<file path="src/rtl/jamma_joy_scanner.sv">
`default_nettype none
// ============================================================================
//  Module      : jamma_joy_scanner
//  Description : Time-multiplexed JAMMA player-bus scanner with per-bit
//                debounce. A scan alternates JSELECT between player 1 and
//                player 2, samples the shared bus once per player after a
//                settle delay, then commits all 18 raw bits to the debouncers.
//
//  Ports
//    pclk       in   1  clock, rising edge
//    reset      in   1  synchronous active-high reset
//    JJOY       in   8  shared player bus, active-low ([5:0] dirs/buttons, [7] start)
//    JOYSTICK   in   6  local DB9 joystick, active-low, merged into player 1
//    JCOIN      in   2  coin switches, active-low
//    JSELECT    out  1  bus mux select (0 = player 1, 1 = player 2)
//    joystick1  out  8  debounced player-1 state, active-low
//    joystick2  out  8  debounced player-2 state, active-low
//    coin       out  2  debounced coin state, active-low
//    scan_done  out  1  one-cycle pulse during the commit cycle
//
//  Revision    : 1.0  initial release
// ============================================================================
module jamma_joy_scanner #(
    parameter int SETTLE_CYCLES = 8,   // 1..255
    parameter int DEBOUNCE      = 3    // 1..15
) (
    input  logic       pclk,
    input  logic       reset,
    input  logic [7:0] JJOY,
    input  logic [5:0] JOYSTICK,
    input  logic [1:0] JCOIN,
    output logic       JSELECT,
    output logic [7:0] joystick1,
    output logic [7:0] joystick2,
    output logic [1:0] coin,
    output logic       scan_done
);

    localparam logic [2:0] c_SETTLE1 = 3'd0;
    localparam logic [2:0] c_SAMPLE1 = 3'd1;
    localparam logic [2:0] c_SETTLE2 = 3'd2;
    localparam logic [2:0] c_SAMPLE2 = 3'd3;
    localparam logic [2:0] c_COMMIT  = 3'd4;

    localparam logic [7:0] c_SETTLE_LAST = 8'(SETTLE_CYCLES - 1);
    localparam logic [3:0] c_DEBOUNCE    = 4'(DEBOUNCE);
    localparam int         c_NBITS       = 18;

    logic [2:0]         r_state;
    logic [2:0]         w_next_state;
    logic [7:0]         r_settle_cnt;
    logic               w_settle_last;
    logic               w_in_settle;
    logic               r_jselect;
    logic               r_scan_done;
    logic [7:0]         r_raw1;
    logic [7:0]         r_raw2;
    logic [1:0]         r_rawc;
    logic [c_NBITS-1:0] w_raw_all;
    logic [c_NBITS-1:0] w_db_out;

    assign w_in_settle   = (r_state == c_SETTLE1) || (r_state == c_SETTLE2);
    assign w_settle_last = (r_settle_cnt == c_SETTLE_LAST);

    // ------------------------------------------------------------------
    // Scan sequencer
    // ------------------------------------------------------------------
    always_ff @(posedge pclk) begin
        if (reset) begin
            r_state <= c_SETTLE1;
        end else begin
            r_state <= w_next_state;
        end
    end

    always_comb begin
        w_next_state = r_state;
        case (r_state)
            c_SETTLE1: if (w_settle_last) w_next_state = c_SAMPLE1;
            c_SAMPLE1: w_next_state = c_SETTLE2;
            c_SETTLE2: if (w_settle_last) w_next_state = c_SAMPLE2;
            c_SAMPLE2: w_next_state = c_COMMIT;
            c_COMMIT:  w_next_state = c_SETTLE1;
            default:   w_next_state = c_SETTLE1;
        endcase
    end

    // Settle counter runs only inside a settle state and is zero on entry,
    // so each settle state lasts exactly SETTLE_CYCLES cycles.
    always_ff @(posedge pclk) begin
        if (reset) begin
            r_settle_cnt <= '0;
        end else if (w_in_settle && !w_settle_last) begin
            r_settle_cnt <= r_settle_cnt + 8'd1;
        end else begin
            r_settle_cnt <= '0;
        end
    end

    // JSELECT and scan_done are decoded from the next state so they are
    // registered yet aligned with the state they belong to.
    always_ff @(posedge pclk) begin
        if (reset) begin
            r_jselect   <= 1'b0;
            r_scan_done <= 1'b0;
        end else begin
            r_jselect   <= (w_next_state == c_SETTLE2) ||
                           (w_next_state == c_SAMPLE2) ||
                           (w_next_state == c_COMMIT);
            r_scan_done <= (w_next_state == c_COMMIT);
        end
    end

    // ------------------------------------------------------------------
    // Raw sample capture (only in the two sample states)
    // ------------------------------------------------------------------
    always_ff @(posedge pclk) begin
        if (reset) begin
            r_raw1 <= '1;
            r_raw2 <= '1;
            r_rawc <= '1;
        end else begin
            if (r_state == c_SAMPLE1) begin
                // Active-low wired-AND: either source pulling low wins.
                r_raw1 <= JJOY & {2'b11, JOYSTICK};
            end
            if (r_state == c_SAMPLE2) begin
                r_raw2 <= JJOY;
                r_rawc <= JCOIN;
            end
        end
    end

    assign w_raw_all = {r_rawc, r_raw2, r_raw1};

    // ------------------------------------------------------------------
    // Per-bit debouncers, updated once per scan in the commit cycle.
    // A counter stays below DEBOUNCE, so 4 bits never wrap.
    // ------------------------------------------------------------------
    for (genvar i = 0; i < c_NBITS; i++) begin : g_db
        logic       r_out;
        logic [3:0] r_cnt;

        always_ff @(posedge pclk) begin
            if (reset) begin
                r_out <= 1'b1;
                r_cnt <= '0;
            end else if (r_state == c_COMMIT) begin
                if (w_raw_all[i] == r_out) begin
                    r_cnt <= '0;
                end else if ((r_cnt + 4'd1) == c_DEBOUNCE) begin
                    r_out <= w_raw_all[i];
                    r_cnt <= '0;
                end else begin
                    r_cnt <= r_cnt + 4'd1;
                end
            end
        end

        assign w_db_out[i] = r_out;
    end

    assign JSELECT   = r_jselect;
    assign scan_done = r_scan_done;
    assign joystick1 = w_db_out[7:0];
    assign joystick2 = w_db_out[15:8];
    assign coin      = w_db_out[17:16];

endmodule
`default_nettype wire
</file>
<file path="config.mk">
export PLATFORM = sky130hd
export DESIGN_NAME = jamma_joy_scanner
export DESIGN_NICKNAME = d
export VERILOG_FILES = /design/src/rtl/jamma_joy_scanner.sv
export SDC_FILE = /design/constraint.sdc
export NUM_CORES = 1
export LEC_CHECK = 0
export CORE_MARGIN = 2
export CORE_UTILIZATION = 40
export CTS_CLUSTER_DIAMETER = 200
export CTS_CLUSTER_SIZE = 28
export DETAILED_ROUTE_END_ITERATION = 7
export SYNTH_ARGS = -nofsm -noshare
export SYNTH_HDL_FRONTEND = slang
export SYNTH_SLANG_ARGS = --single-unit
</file>
<file path="constraint.sdc">
create_clock -name pclk -period 3 [get_ports pclk]
set_clock_uncertainty 0.05 [all_clocks]
set_input_delay 0.6 -clock pclk [delete_from_list [all_inputs] [get_ports pclk]]
set_output_delay 0.6 -clock pclk [all_outputs]
set_load 0.005 [all_outputs]
</file>
# After elaboration in Yosys (flattened, before gate mapping)
# Index checks and enable logic that the tools add are counted.
# op_classes
addsub	19
mul	0
div	0
magnitude_cmp	0
n_eq_ne	44
shifts	0
n_mux	39
n_bitwise	20
n_reduce_logical	25
# op_table
operator	n
$mux W4	36
$add A4 B1 Y4 const B	18
$eq A4 B2 Y1 const B	18
$reduce_and A3 Y1	18
$not A1 Y1	19
$eq A1 B1 Y1	18
$eq A3 B2 Y1 const B	4
$pmux W3 S4	1
$add A8 B1 Y8 const B	1
$and A8 B8 Y8	1
$eq A8 B3 Y1 const B	1
$eq A3 B3 Y1 const B	2
$mux W3	2
$eq A3 B1 Y1 const B	1
$logic_not A3 Y1	1
$logic_or A1 B1 Y1	3
$reduce_or A2 Y1	1
$logic_and A1 B1 Y1	1
$logic_not A1 Y1	1
# word_totals
reg_bits	121
latchBits	0
ramBits	0
romBits	0
mem_count	0

# Depth between registers and ports, before layout
# Gate-level depths: netlist (run 1).
# logic_depth
depth_word	6
ltp_mapped	7

# Least setup slack after synthesis (run 1)
# OpenSTA, ideal clock, no wires.
# synth_path
path_kind	reg2reg
startpoint	register r_state[2]
endpoint	register g_db[1].r_cnt[3]
setup_time_ns	0.070
arrival_ns	1.617
path_slack_ns	1.263
stages_incl_launch_ff	6
n_path_buf	1
path_cell_list	dfxtp_1 > nor3b_4 > buf_2 > nand2b_1 > or4b_1 > a21oi_1
# synth_between
elab_chain_len	1
# synth_lines
element	line_no	source
start, declared	49	logic [2:0] r_state;
start signal, assigned	70	r_state <= c_SETTLE1;
start signal, assigned	72	r_state <= w_next_state;
$eq A3 B3 Y1	148	end else if (r_state == c_COMMIT) begin
end signal, assigned	155	r_cnt <= r_cnt + 4'd1;
end, declared	142	logic [3:0] r_cnt;
# No other way between the ends.
# A chain may end at the register's enable or synchronous reset.

# Final worst setup path (run 1)
# layout_path
startpoint	register r_state[2]
endpoint	register g_db[3].r_cnt[3]
# layout_between
elab_chain_len	1
# layout_lines
element	line_no
$eq A3 B3 Y1	148
end signal, assigned	155
end, declared	142
# No other way between the ends.

==> run_results.csv, run 1 <==
group,metric,value,unit
status,outcome,"finished, final reports clean",
clock_network,h_tree_lvl_count,4,
setup_path,timing.critical_path.from_type,"flip-flop",
timing,period_needed,2.18,ns
setup_path,crit_fanout,50,
timing,report.final.setup_viol,0,
logic_synthesis,ys.flop_type,"dfxtp_1",
logic_synthesis,netlist_cell_types,36,
worst_hold_path,hold_depth,1,
floorplan,dieWidth,133,um
power,design_power_total,3830,uW
logic_synthesis,synth_warnings,0,
place,place_inst,965,
clock_network,cts_resized,0,
floorplan,fp.dieArea,0.0177,mm^2
cells_and_area,finalInstanceArea,0.00772,mm^2
timing,maxSlewHeadroom,54.8,%
grt,antenna_found_initial,0,
logic_synthesis,syn_nets,812,
power,power_density,496,mW/mm^2
timing,min_period_over_period,72.6,%
floorplan,rows,47,
grt,number_of_global_route_vias_before_repair,5295,
floorplan,dieHeight,133,um
timing,timing_max_transition_violations_final,0,
drt,drtIter0Drc,407,
cells_and_area,area.growth.synth_to_final,15.6,%
cells_and_area,fraction_of_layout_instances_using_a_drive_strength_above_1,9.52,%
clock_network,clkLatencyLatePin,0.42,ns
clock_network,clock_sink_count,121,
setup_path,setup.worst_path.end_class,"flip-flop",
drt,postRouteWirelength,14400,um
drt,detail-route-antenna-nets,0,
timing,worst-slew-pin-transition,0.676,ns
setup_path,cp_data_required_time,3.29,ns
grt,grt_pass1_wl,24500,um
drt,drt_pre_antenna_iters,4,
setup_path,regToRegStartpoint,"r_state[2]",
setup_path,r2r_setup_slack,0.82,ns
grt,grt_remaining_overflow,0,
clock_network,cts.hold.buffers_added,0,
logic_synthesis,synth_enable_flop_cells,0,
timing,grt_setup_unrepaired,"no",
logic_synthesis,flip_flop_and_latch_count_after_synthesis,121,
setup_path,rr_endpoint,"g_db[3].r_cnt[3]",
timing,achievable-frequency,0.459,GHz
timing,finalSetupTns,0,ns
cells_and_area,final_nets,819,
power,peak_supply_drop,0.410,mV
floorplan,floorplan.initialDensity,40.5,%
clock_network,clock_path_buffers,2,
floorplan,boundaryPins,38,
worst_hold_path,timing.hold.worst.class,"reg -> reg",
clock_network,cts_root_buffer,"clkbuf_16",
logic_synthesis,syn_avg_cell_area,8.82,um^2
grt,largest_net_degree_at_the_start_of_global_routing,106,
cells_and_area,antenna_cells,0,
place,dpl.hpwl,9780,um
setup_path,worstSetupStartpoint,"r_state[2]",
setup_path,criticalPathCategory,"reg -> reg",
flow_run,max_cap_viol_count,0,
drt,drc,0,
grt,grtUsageTotal,16.8,%
floorplan,floorplan.core_area,0.0165,mm^2
logic_synthesis,seq_area_frac_synth,36.3,%
clock_network,tritoncts.num_buffers,17,
power,cellLeakagePower,0.00290,uW
worst_hold_path,hold_path_end,"r_settle_cnt[0]",
logic_synthesis,synthCells,757,
drt,vias_per_cell,5.55,
timing,finalHoldViolations,0,
drt,drt-wirelength-per-cell,14.5,um
clock_network,post_cts.repair.setup_buffers,0,
setup_path,timing.reg2reg.worst_path_depth,5,
worst_hold_path,hold_path_startpoint,"r_settle_cnt[0]",
setup_path,worst-endpoint-arrival,2.47,ns
logic_synthesis,asr_flop_ratio_synth,0,%
logic_synthesis,syn_area,0.00668,mm^2
place,placement.cell_area,0.00710,mm^2
drt,route.vias.total,5537,
place,gp_congestion,0.865,
clock_network,cts_tree,"yes",
place,buffer_ports.inserted,37,
cells_and_area,post_route_non_filler_standard_cell_count,997,
clock_network,path_clk_slew,0.05,ns
-- metal layers --
| layer | vias up | global-route usage [%] | routed length (um) |
|---|---|---|---|
| met5 | - | 0 | 0 |
| met4 | 0 | 6.26 | 260 |
| met3 | 25 | 4.53 | 548 |
| met2 | 83 | 28.8 | 7010 |
| met1 | 2674 | 20.1 | 6620 |
| li1 | 2755 | - | - |
-- worst max-delay path, cell delays in order (launching register included) --
cell and delay, ns:
dfxtp_1 0.43, nor3b_4 0.28, buf_4 0.47, nand2b_1 0.20, or4b_1 0.51, a21oi_1 0.16
-- layout make-up --
| class | count | area, um^2 |
|---|---|---|
| multi-input cells | 561 | 3900 |
| flip-flops and latches | 121 | 2420 |
| well taps | 220 | 275 |
| fillers | 1593 | 8740 |
| repair buffers | 41 | 423 |
| clock inverters | 7 | 113 |
| clock buffers | 25 | 505 |
| inverters | 22 | 82.6 |
-- synthesized netlist by cell type, drive strengths merged (2+ instances only) --
library cell | instances | area (um^2)
nand2 | 65 | 244
a21o | 18 | 135
xnor2 | 21 | 184
nor3 | 4 | 20.0
clkbuf | 31 | 116
nand3 | 3 | 15.0
dfxtp | 121 | 2420
or3b | 19 | 166
and3 | 18 | 113
nor4 | 2 | 12.5
nor4b | 18 | 158
or3 | 21 | 131
a211o | 8 | 70.1
nand2b | 18 | 113
mux2i | 18 | 180
o21ai | 38 | 190
and2 | 18 | 113
ha | 37 | 463
a31oi | 18 | 113
o32ai | 18 | 158
inv | 22 | 82.6
or4b | 18 | 180
o41ai | 18 | 158
a21oi | 39 | 195
xor2 | 19 | 166
a31o | 18 | 158
nor2 | 53 | 199
buf | 22 | 155
nand3b | 29 | 218
-- cell families after synthesis --
family | after synthesis | share of synthesized area, %
XOR/XNOR | 40 | 5.25
buffers and inverters | 75 | 5.30
AND/OR/NAND/NOR | 290 | 25.8
flip-flops | 121 | 36.3
multiplexers | 18 | 2.70
AO/OA/AOI/OAI | 176 | 17.7
adder cells (fa/ha/maj) | 37 | 6.93
-- registers in the layout, summed over array words and instances (netlist names) --
signal        flops
g_db.r_cnt       72
r_state           3
r_raw1            8
scan_done         1
r_settle_cnt      8
g_db.r_out       18
r_rawc            2
r_raw2            8
JSELECT           1
-- power by group --
part	total [uW]	switching (uW)	internal, uW	leakage (uW)
registers	1620	3.63	1610	0.000976
logic	81.8	47.4	34.3	0.00162
clock network	2130	719	1410	0.000303
-- through the flow --
stage	setup WS [ns]	util, %	hold WS (ns)
4_1_cts	0.840	46.9	0.402
5_1_grt	0.654	46.9	0.417
3_5_place_dp	0.860	43.1	0.394
6_report	0.821	46.9	0.395
3_3_place_gp	0.986	43.1	0.385
2_1_floorplan	1.26	-	0.368
-- placed cells by master (no fill, tap or decap), types with 4 or more instances in the layout --
master	n
mux2i_1	18
nand3b_1	29
or4b_1	17
nor3_1	4
or3_1	21
nand2b_1	18
nor4b_1	18
o32ai_1	18
xnor2_1	21
clkbuf_16	17
clkbuf_8	5
a211o_1	8
o41ai_1	18
inv_1	22
a21oi_1	39
dfxtp_1	121
nand2_1	65
a21o_1	18
nor2_1	53
ha_1	37
xor2_1	19
o21ai_0	38
a31oi_1	18
clkdlybuf4s50_1	36
or3b_2	19
and3_1	18
and2_1	18
a31o_2	18
-- how the worst max path moves through the flow --
stage | endpoint | cells past startpoint
floorplan | g_db[1].r_cnt[3] | 5
global placement | g_db[4].r_cnt[3] | 5
detailed placement | g_db[2].r_cnt[3] | 5
CTS | g_db[3].r_cnt[3] | 5
global route | g_db[1].r_cnt[2] | 5
finish | g_db[3].r_cnt[3] | 5
Note: power is estimated with default switching activity, not from simulation.
==> inputs of run 2 (changes only) <==
Clock period 3 ns to 2.15 ns, I/O delays scaled along.
==> run 2 against run 1 <==
Net effect:
- cell count up 0.90%
- routed wire length increased by 1.4%
- worst setup slack worse by 0.64 ns
- utilization is 1.1 points higher
- design area increased by 2.3%
- sequential power up 39%
- critical path type unchanged
- largest power group unchanged
==> run_results.csv, run 2 (synthesized netlist as in run 1, its figures left out) <==
group,metric,value,unit
status,outcome,"finished, final reports clean",
drt,drt-wirelength-per-cell,14.6,um
drt,vias_per_cell,5.46,
power,power.share.combinational,2.1,%
clock_network,post_cts.repair.setup_buffers,0,
clock_network,h_tree_lvl_count,4,
timing,grt_setup_unrepaired,"no",
worst_hold_path,timing.hold.worst.class,"reg -> reg",
place,gp_congestion,0.784,
setup_path,crit_fanout,17,
timing,worst-slew-pin-transition,0.540,ns
drt,drt_pre_antenna_iters,4,
worst_hold_path,hold_path_end,"r_settle_cnt[0]",
cells_and_area,fraction_of_layout_instances_using_a_drive_strength_above_1,10.7,%
drt,detail-route-antenna-nets,0,
clock_network,path_clk_slew,0.06,ns
setup_path,r2r_setup_slack,0.18,ns
setup_path,rr_endpoint,"g_db[9].r_cnt[3]",
floorplan,boundaryPins,38,
power,cellLeakagePower,0.00298,uW
timing,report.final.setup_viol,0,
worst_hold_path,hold_path_startpoint,"r_settle_cnt[0]",
timing,finalSetupTns,0,ns
cells_and_area,final_nets,828,
place,pre_cts_slack,0.175,ns
cells_and_area,area.growth.synth_to_final,18.3,%
place,placement.cell_area,0.00721,mm^2
grt,largest_net_degree_at_the_start_of_global_routing,88,
grt,antenna_found_initial,1,
place,dpl.hpwl,10300,um
clock_network,clock_sink_count,121,
timing,achievable-frequency,0.508,GHz
clock_network,cts_resized,0,
floorplan,dieWidth,133,um
floorplan,floorplan.initialDensity,40.5,%
clock_network,clkLatencyLatePin,0.41,ns
drt,postRouteWirelength,14600,um
floorplan,rows,47,
cells_and_area,largest_register,"g_db.r_cnt",
clock_network,clock_path_buffers,2,
grt,grt_pass1_wl,24800,um
timing,post-route-worst-setup-slack,0.183,ns
timing,maxSlewHeadroom,64.0,%
clock_network,cts_tree,"yes",
timing,period_needed,1.97,ns
cells_and_area,top_regs,"g_db.r_cnt x72, g_db.r_out x18",
flow_run,max_cap_viol_count,0,
power,portion_of_total_power_attributed_to_sequential_cells,39.7,%
power,clock_power_share,58.2,%
power,power_density,720,mW/mm^2
clock_network,tritoncts.num_buffers,17,
clock_network,cts_root_buffer,"clkbuf_16",
floorplan,dieHeight,133,um
cells_and_area,finalInstanceArea,0.00790,mm^2
drt,drtIter0Drc,288,
clock_network,cts.hold.buffers_added,0,
power,peak_supply_drop,0.535,mV
timing,finalHoldViolations,0,
drt,drc,0,
cells_and_area,final_core_util,47.9,%
floorplan,floorplan.core_area,0.0165,mm^2
grt,number_of_global_route_vias_before_repair,5441,
cells_and_area,max_reg_flops,72,
grt,grtUsageTotal,17.0,%
drt,route.vias.total,5496,
power,power.switching_fraction,19.5,%
setup_path,setup.worst_path.end_class,"flip-flop",
worst_hold_path,hold_depth,1,
timing,timing_max_transition_violations_final,0,
setup_path,worst-endpoint-arrival,2.26,ns
setup_path,regToRegStartpoint,"r_state[2]",
setup_path,timing.critical_path.from_type,"flip-flop",
power,power.switching,1110,uW
setup_path,cp_data_required_time,2.45,ns
setup_path,timing.reg2reg.worst_path_depth,6,
cells_and_area,layout.cells.most_common,"dfxtp_1",
floorplan,fp.dieArea,0.0177,mm^2
cells_and_area,antenna_cells,0,
cells_and_area,most_used_cells_in_the_layout_excluding_fill_and_tap_cells,"121 x dfxtp_1, 65 x nand2_1, 53 x nor2_1",
timing,min_period_over_period,91.5,%
power,cell_internal_pwr,4570,uW
grt,grt_remaining_overflow,0,
place,buffer_ports.inserted,37,
setup_path,criticalPathCategory,"reg -> reg",
## run 2: cell count changes in the layout (fill, tap and decap cells not counted), sizes merged
cell / delta
buf: +9
bufinv: +3
clkbuf: -3
clkinv: -2
clkinvlp: +1
inv: +1
## run 2: cell type report
type,count,area (um^2)
fill,1525,8570
multi-input combinational,561,3900
sequential,121,2420
timing repair buffer,50,528
clock buffer,22,474
tap,220,275
clock inverter,10,213
inverter,22,82.6
## run 2: worst max path at each step
stage | slack, ns | endpoint | depth (start not counted) | startpoint
3_5_place_dp | 0.17 | g_db[9].r_cnt[3] | 6 | r_state[2]
6_report | 0.18 | g_db[9].r_cnt[3] | 6 | r_state[2]
3_3_place_gp | 0.27 | g_db[10].r_cnt[3] | 6 | r_state[2]
4_1_cts | 0.17 | g_db[9].r_cnt[3] | 6 | r_state[2]
5_1_grt | 0.04 | g_db[9].r_cnt[3] | 6 | r_state[2]
2_1_floorplan | 0.41 | g_db[1].r_cnt[3] | 5 | r_state[2]
## run 2: per-stage QoR
step / hold WS (ns) / std cells / total power [uW]
floorplan: 0.368 / 757 / 2360
global placement: 0.378 / 974 / 2420
detailed placement: 0.390 / 974 / 2420
CTS: 0.399 / 1006 / 5750
global route: 0.432 / 1006 / 5860
finish: 0.396 / 1006 / 5680
## run 2: routing by layer
| metal | global-route usage (%) | wire length (um) | vias up |
|---|---|---|---|
| met4 | 7.15 | 204 | 2 |
| li1 | - | - | 2776 |
| met1 | 20.2 | 6840 | 2626 |
| met5 | 0 | 13 | - |
| met3 | 3.58 | 468 | 17 |
| met2 | 29.7 | 7120 | 75 |
## run 2: power groups by stage
| stage | sequential, uW | combinational, uW | clock (uW) |
|---|---|---|---|
| 2_1_floorplan | 2300 | 62.9 | 0 |
| 3_3_place_gp | 2300 | 117 | 0 |
| 3_5_place_dp | 2300 | 120 | 0 |
| 4_1_cts | 2250 | 120 | 3380 |
| 5_1_grt | 2250 | 129 | 3480 |
| 6_report | 2250 | 120 | 3310 |
## run 2: critical path: stages, from the launching register on
cell	delay, ns
dfxtp_1	0.42
nor3b_4	0.35
buf_12	0.18
buf_12	0.14
nand2b_1	0.11
or4b_1	0.49
a21oi_1	0.15
